File: src/rtl/fingerprint_uart_loader.sv
// 8N1 UART receiver and frame parser that loads matched-filter fingerprint templates
// into the fingerprint RAM. Frame: SYNC_BYTE, CAPTURE_LENGTH payload bytes, 8-bit sum.
module fingerprint_uart_loader #(
    parameter int          CLKS_PER_BIT   = 868,
    parameter int          CAPTURE_LENGTH = 1000,
    parameter logic [7:0]  SYNC_BYTE      = 8'hA5,
    parameter int          TIMEOUT_BITS   = 32,
    localparam int         ADDR_W         = (CAPTURE_LENGTH > 1) ? $clog2(CAPTURE_LENGTH) : 1
) (
    input  logic              clk,
    input  logic              rst_n,
    input  logic              uart_rx,
    output logic [ADDR_W-1:0] ram_write_addr,
    output logic [7:0]        ram_write_data,
    output logic              ram_we,
    output logic              load_done,
    output logic              checksum_error,
    output logic              framing_error,
    output logic              busy
);

    localparam int CNT_W          = $clog2(CLKS_PER_BIT);
    localparam int TIMEOUT_CYCLES = TIMEOUT_BITS * CLKS_PER_BIT;
    localparam int TO_W           = $clog2(TIMEOUT_CYCLES);

    localparam logic [CNT_W-1:0]  HALF_LAST = CNT_W'(CLKS_PER_BIT / 2 - 1);
    localparam logic [CNT_W-1:0]  BIT_LAST  = CNT_W'(CLKS_PER_BIT - 1);
    localparam logic [TO_W-1:0]   TO_LAST   = TO_W'(TIMEOUT_CYCLES - 1);
    localparam logic [ADDR_W-1:0] ADDR_LAST = ADDR_W'(CAPTURE_LENGTH - 1);

    typedef enum logic [1:0] {RX_IDLE, RX_START, RX_DATA, RX_STOP} rx_state_t;
    typedef enum logic [1:0] {P_WAIT_SYNC, P_DATA, P_CHECK} p_state_t;

    rx_state_t         rx_state, rx_next;
    p_state_t          p_state, p_next;

    logic              rx_meta, rx_sync, rx_prev;
    logic [CNT_W-1:0]  clk_cnt;
    logic [2:0]        bit_idx;
    logic [7:0]        shift_reg;
    logic [7:0]        rx_byte;
    logic              byte_valid;
    logic              half_tick, bit_tick, rx_fall;

    logic [ADDR_W-1:0] addr;
    logic [7:0]        sum;
    logic [TO_W-1:0]   to_cnt;
    logic              timeout;

    // Two-flop synchronizer; idle level is high so reset to 1 to avoid a false start edge.
    always_ff @(posedge clk or negedge rst_n) begin
        if (!rst_n) begin
            rx_meta <= 1'b1;
            rx_sync <= 1'b1;
            rx_prev <= 1'b1;
        end else begin
            rx_meta <= uart_rx;
            rx_sync <= rx_meta;
            rx_prev <= rx_sync;
        end
    end

    assign rx_fall   = rx_prev & ~rx_sync;
    assign half_tick = (clk_cnt == HALF_LAST);
    assign bit_tick  = (clk_cnt == BIT_LAST);

    always_ff @(posedge clk or negedge rst_n) begin
        if (!rst_n) rx_state <= RX_IDLE;
        else        rx_state <= rx_next;
    end

    always_comb begin
        rx_next = rx_state;
        case (rx_state)
            RX_IDLE:  if (rx_fall) rx_next = RX_START;
            RX_START: if (half_tick) rx_next = rx_sync ? RX_IDLE : RX_DATA;
            RX_DATA:  if (bit_tick && bit_idx == 3'd7) rx_next = RX_STOP;
            RX_STOP:  if (bit_tick) rx_next = RX_IDLE;
            default:  rx_next = RX_IDLE;
        endcase
    end

    // Bit timing and shifting; byte_valid/framing_error fire the cycle after the stop sample.
    always_ff @(posedge clk or negedge rst_n) begin
        if (!rst_n) begin
            clk_cnt       <= '0;
            bit_idx       <= '0;
            shift_reg     <= '0;
            rx_byte       <= '0;
            byte_valid    <= 1'b0;
            framing_error <= 1'b0;
        end else begin
            byte_valid    <= 1'b0;
            framing_error <= 1'b0;
            case (rx_state)
                RX_IDLE: begin
                    clk_cnt <= '0;
                    bit_idx <= '0;
                end
                RX_START: begin
                    clk_cnt <= half_tick ? '0 : clk_cnt + 1'b1;
                    bit_idx <= '0;
                end
                RX_DATA: begin
                    clk_cnt <= bit_tick ? '0 : clk_cnt + 1'b1;
                    if (bit_tick) begin
                        shift_reg <= {rx_sync, shift_reg[7:1]};
                        bit_idx   <= bit_idx + 1'b1;
                    end
                end
                RX_STOP: begin
                    clk_cnt <= bit_tick ? '0 : clk_cnt + 1'b1;
                    if (bit_tick) begin
                        if (rx_sync) begin
                            byte_valid <= 1'b1;
                            rx_byte    <= shift_reg;
                        end else begin
                            framing_error <= 1'b1;
                        end
                    end
                end
                default: clk_cnt <= '0;
            endcase
        end
    end

    assign timeout = (p_state != P_WAIT_SYNC) && (to_cnt == TO_LAST);

    always_ff @(posedge clk or negedge rst_n) begin
        if (!rst_n) p_state <= P_WAIT_SYNC;
        else        p_state <= p_next;
    end

    always_comb begin
        p_next = p_state;
        case (p_state)
            P_WAIT_SYNC: if (byte_valid && rx_byte == SYNC_BYTE) p_next = P_DATA;
            P_DATA: begin
                if (framing_error || timeout)      p_next = P_WAIT_SYNC;
                else if (byte_valid && addr == ADDR_LAST) p_next = P_CHECK;
            end
            P_CHECK: if (framing_error || timeout || byte_valid) p_next = P_WAIT_SYNC;
            default: p_next = P_WAIT_SYNC;
        endcase
    end

    // Frame datapath: RAM write strobe, running checksum and inter-byte watchdog.
    always_ff @(posedge clk or negedge rst_n) begin
        if (!rst_n) begin
            ram_we         <= 1'b0;
            ram_write_addr <= '0;
            ram_write_data <= '0;
            load_done      <= 1'b0;
            checksum_error <= 1'b0;
            addr           <= '0;
            sum            <= '0;
            to_cnt         <= '0;
        end else begin
            ram_we    <= 1'b0;
            load_done <= 1'b0;
            to_cnt    <= (p_state == P_WAIT_SYNC || byte_valid) ? '0 : to_cnt + 1'b1;
            case (p_state)
                P_WAIT_SYNC: begin
                    if (byte_valid && rx_byte == SYNC_BYTE) begin
                        addr           <= '0;
                        sum            <= '0;
                        checksum_error <= 1'b0;
                    end
                end
                P_DATA: begin
                    if (byte_valid) begin
                        ram_we         <= 1'b1;
                        ram_write_addr <= addr;
                        ram_write_data <= rx_byte;
                        sum            <= sum + rx_byte;
                        addr           <= addr + 1'b1;
                    end
                end
                P_CHECK: begin
                    if (byte_valid) begin
                        if (rx_byte == sum) load_done      <= 1'b1;
                        else                checksum_error <= 1'b1;
                    end
                end
                default: ;
            endcase
        end
    end

    assign busy = (p_state != P_WAIT_SYNC);

endmodule

File: config.mk
export PLATFORM = sky130hd
export DESIGN_NAME = fingerprint_uart_loader
export DESIGN_NICKNAME = d
export VERILOG_FILES = /design/src/rtl/fingerprint_uart_loader.sv
export SDC_FILE = /design/constraint.sdc
export NUM_CORES = 1
export LEC_CHECK = 0
export CORE_ASPECT_RATIO = 1.75
export CORE_MARGIN = 2
export CORE_UTILIZATION = 32
export DETAILED_ROUTE_END_ITERATION = 16
export PLACE_DENSITY = 0.61
export RECOVER_POWER = 50
export REMOVE_ABC_BUFFERS = 1
export SETUP_SLACK_MARGIN = 0.15
export SLEW_MARGIN = 20
export SYNTH_ARGS = -nofsm -noshare
export SYNTH_HDL_FRONTEND = slang
export SYNTH_SLANG_ARGS = --single-unit
File: constraint.sdc
create_clock -name clk -period 1.75 [get_ports clk]
set_clock_uncertainty 0.05 [all_clocks]
set_input_delay 0.35 -clock clk [delete_from_list [all_inputs] [get_ports clk]]
set_output_delay 0.35 -clock clk [all_outputs]
set_load 0.05 [all_outputs]
==> flow_summary.json <==
{
  "worst_setup_path_end_kind": "flip-flop",
  "synth_seq_area_share": 0.541,
  "number_of_synthesized_flops_with_an_enable_pin": 0,
  "worst-setup-path-type": "flip-flop to flip-flop",
  "fin_hold_ws_ps": 308,
  "postRouteAntennaNets": 0,
  "cpLargestDelayFamily": "adder cells",
  "fin_area_um2": 5540,
  "synth-seq-cells": 92,
  "synthToLayoutAreaGrowth_pct": 29.9,
  "cp_slowest_cell": "sky130_fd_sc_hd__dfrtp_1",
  "dp_hpwl_mm": 6.21,
  "timing.final.setup_violations": 1,
  "p_per_area_nw_per_um2": 866,
  "critical_path_cell_count": 7,
  "timing.hold.worst_endpoint": "rx_sync",
  "asyncSetResetFlopFracSynth": 1.00,
  "pin_count_of_the_biggest_net_entering_global_routing": 62,
  "status": "complete, but fails checks",
  "grt_pass1_vias": 3195,
  "fmax_ghz": 0.566,
  "grt.total_usage": 0.135,
  "place_area_um2": 4870,
  "drv_slew": 0,
  "hold_start": "rx_meta",
  "rsz0062_at_grt": "yes",
  "ioPinCount": 26,
  "largest_reg_flops": 15,
  "post_synth_inst_count": 400,
  "ir_drop_mv": 0.477,
  "slew_headroom": 0.572,
  "routed_via_count_divided_by_cell_count": 4.76,
  "cts_max_path_bufs": 2,
  "yosysWarnings": 0,
  "clockRootBuffer": "sky130_fd_sc_hd__clkbuf_16",
  "pre_cts_ws_ps": -185,
  "worst_ep_required_time_ps": 1920,
  "ys.flop_type": "sky130_fd_sc_hd__dfrtp_1",
  "post-route-min-period_ps": 1770,
  "synth_area_per_cell_um2": 10.7,
  "min_delay_path_depth": 0,
  "drt_iter0_drc": 92,
  "die_height_um": 157,
  "coreArea_um2": 13000,
  "synth_top_cell_by_area": "sky130_fd_sc_hd__dfrtp_1",
  "top_post_synthesis_cells_by_area": "sky130_fd_sc_hd__dfrtp_1 52%, sky130_fd_sc_hd__nand2_1 6.2%, sky130_fd_sc_hd__nor2_1 4.0%",
  "finalCritPeriodShare": 1.01,
  "die_width_um": 91.3,
  "clock_tree_from_tritoncts": "yes",
  "max_stage_delay_ps": 410,
  "wire_length_of_the_first_global_routing_pass_mm": 15.4,
  "worstRegToRegCells": 7,
  "hold_class": "flip-flop to flip-flop",
  "timing.critical_path.from_type": "flip-flop",
  "crit-reg2reg-launch": "sum[0]",
  "cts_max_level": 3,
  "cts_buf_count": 9,
  "layout.core_utilization": 0.426,
  "globalplace.congestion": 0.815,
  "start_util": 0.328,
  "antenna_found_initial": 0,
  "timing_worst_slew_pin_value_ps": 643,
  "yosys.area.top_type_share": 0.522,
  "clk-insertion-delay-late_ps": 340,
  "crit_path_cell_trace": "ha_4 > fa_2 > a21oi_2 > o21ai_1 > a21oi_1 > xor2_1 > o22ai_1",
  "clk_transition_reported_paths_ps": 60,
  "diodes": 0,
  "timing.final.ws_setup_ps": -16.0,
  "final_layout_size_suffix_gt1_frac": 0.302,
  "final.setup.tns_ps": -16.0,
  "terminus_of_the_critical_flop_to_flop_path": "sum[6]",
  "final_net_count": 489,
  "rows": 55,
  "p_leak_nw": 2.56,
  "cts_num_sinks": 92,
  "synth.lib_cells_used.distinct": 52,
  "critPathArrivalTime_ps": 1940,
  "synthesis.area_um2": 4260,
  "global_route.overflow_total": 0,
  "r2r_slack_ps": -20,
  "routed_wirelength_mm": 9.09,
  "top_register": "to_cnt",
  "floorplan.die_area_um2": 14300,
  "io_buffer_count": 25,
  "drc": 0,
  "post_drt_wl_per_cell_um": 14.0,
  "critical_path.n_buffers_inverters": 0,
  "vias": 3084,
  "maxCapViolCount": 0,
  "drt-pass1-iter-count": 4,
  "failing_checks": "setup timing",
  "critPathMaxFanout": 2,
  "report.final.hold_viol_count": 0
}
[power by group]
group | switching [mW] | internal [mW]
logic | 0.277 | 0.266
clock network | 0.785 | 1.18
registers | 0.0677 | 2.22
total | 1.13 | 3.67
[synth_stat cells, drive strengths merged, types with 2 or more instances]
| library cell | instances |
|---|---|
| nand2b | 3 |
| buf | 3 |
| nor4b | 2 |
| and3 | 4 |
| nand3 | 18 |
| a21o | 3 |
| inv | 10 |
| xor2 | 19 |
| o21ai | 10 |
| nand4 | 9 |
| a22o | 3 |
| and4bb | 2 |
| or3 | 2 |
| mux2i | 2 |
| o22ai | 6 |
| nand2 | 71 |
| a21oi | 9 |
| dfstp | 3 |
| nor3 | 7 |
| ha | 13 |
| nand3b | 4 |
| nor2 | 47 |
| a31oi | 2 |
| and2 | 3 |
| mux2 | 15 |
| nor3b | 4 |
| nor4 | 3 |
| o211ai | 2 |
| xnor2 | 15 |
| dfrtp | 89 |
| clkbuf | 7 |
[metrics by stage]
| step | cells | total power, mW |
|---|---|---|
| after floorplan | 390 | 2.57 |
| after global placement | 617 | 2.80 |
| final | 648 | 4.80 |
| after global routing | 648 | 5.02 |
| after CTS | 645 | 4.85 |
| after detailed placement | 617 | 2.82 |
[cells by family after synthesis]
family	Yosys count	synth area share
buf+inv	20	0.0182
compound gates	40	0.0622
mux	17	0.0514
xor+xnor	34	0.0698
simple gates	183	0.215
flops	92	0.541
fa+ha+maj	14	0.0428
[layout by cell type (no fill, tap or decap), types with 3 or more instances in the layout]
master,count
sky130_fd_sc_hd__a21o_1,3
sky130_fd_sc_hd__a21oi_1,4
sky130_fd_sc_hd__a21oi_2,4
sky130_fd_sc_hd__a22o_1,3
sky130_fd_sc_hd__and2_1,3
sky130_fd_sc_hd__and3_1,4
sky130_fd_sc_hd__buf_4,56
sky130_fd_sc_hd__buf_6,7
sky130_fd_sc_hd__clkbuf_1,3
sky130_fd_sc_hd__clkbuf_16,9
sky130_fd_sc_hd__dfrtp_1,85
sky130_fd_sc_hd__dfrtp_2,4
sky130_fd_sc_hd__dfstp_2,3
sky130_fd_sc_hd__ha_1,8
sky130_fd_sc_hd__ha_4,4
sky130_fd_sc_hd__inv_1,8
sky130_fd_sc_hd__mux2_4,15
sky130_fd_sc_hd__nand2_1,70
sky130_fd_sc_hd__nand2b_1,3
sky130_fd_sc_hd__nand3_1,17
sky130_fd_sc_hd__nand3b_1,4
sky130_fd_sc_hd__nand4_1,9
sky130_fd_sc_hd__nor2_1,36
sky130_fd_sc_hd__nor2_2,5
sky130_fd_sc_hd__nor2_4,6
sky130_fd_sc_hd__nor3_1,5
sky130_fd_sc_hd__o21ai_0,8
sky130_fd_sc_hd__o22ai_1,3
sky130_fd_sc_hd__o22ai_2,3
sky130_fd_sc_hd__xnor2_1,15
sky130_fd_sc_hd__xor2_1,19
[area by class of cell]
class / count / area [µm²]
Tap cell: 171 / 214
Sequential cell: 92 / 2310
Multi-Input combinational cell: 290 / 2120
Clock inverter: 4 / 47.5
Timing Repair Buffer: 69 / 547
Clock buffer: 12 / 256
Inverter: 10 / 40.0
Fill cell: 1223 / 7470
[worst max-delay path by stage]
| stage | start | endpoint | slack (ps) |
|---|---|---|---|
| after CTS | sum[0] | sum[6] | -1 |
| after global placement | rx_byte[0] | sum[6] | -150 |
| after global routing | sum[0] | sum[6] | -110 |
| after detailed placement | rx_byte[0] | sum[6] | -190 |
| final | sum[0] | sum[6] | -20 |
| after floorplan | p_state[1] | addr[8] | -570 |
[layer usage]
metal	track usage	routed length [µm]	vias up
li1	-	-	1506
met4	0.0505	171	0
met3	0.0303	235	11
met2	0.239	4960	49
met5	0	0	-
met1	0.159	3720	1518
[what timing repair did]
item | 4_1_cts | 5_1_grt
pin swaps | 21 | 19
resized for setup | 30 | 31
hold endpoints to repair | 5 | 0
hold buffers | 1 | 0
endpoints found under the setup margin | 51 | 55
gates cloned | 2 | 0
buffers inserted | 9 | 3
Power figures use the tool's default switching activity.
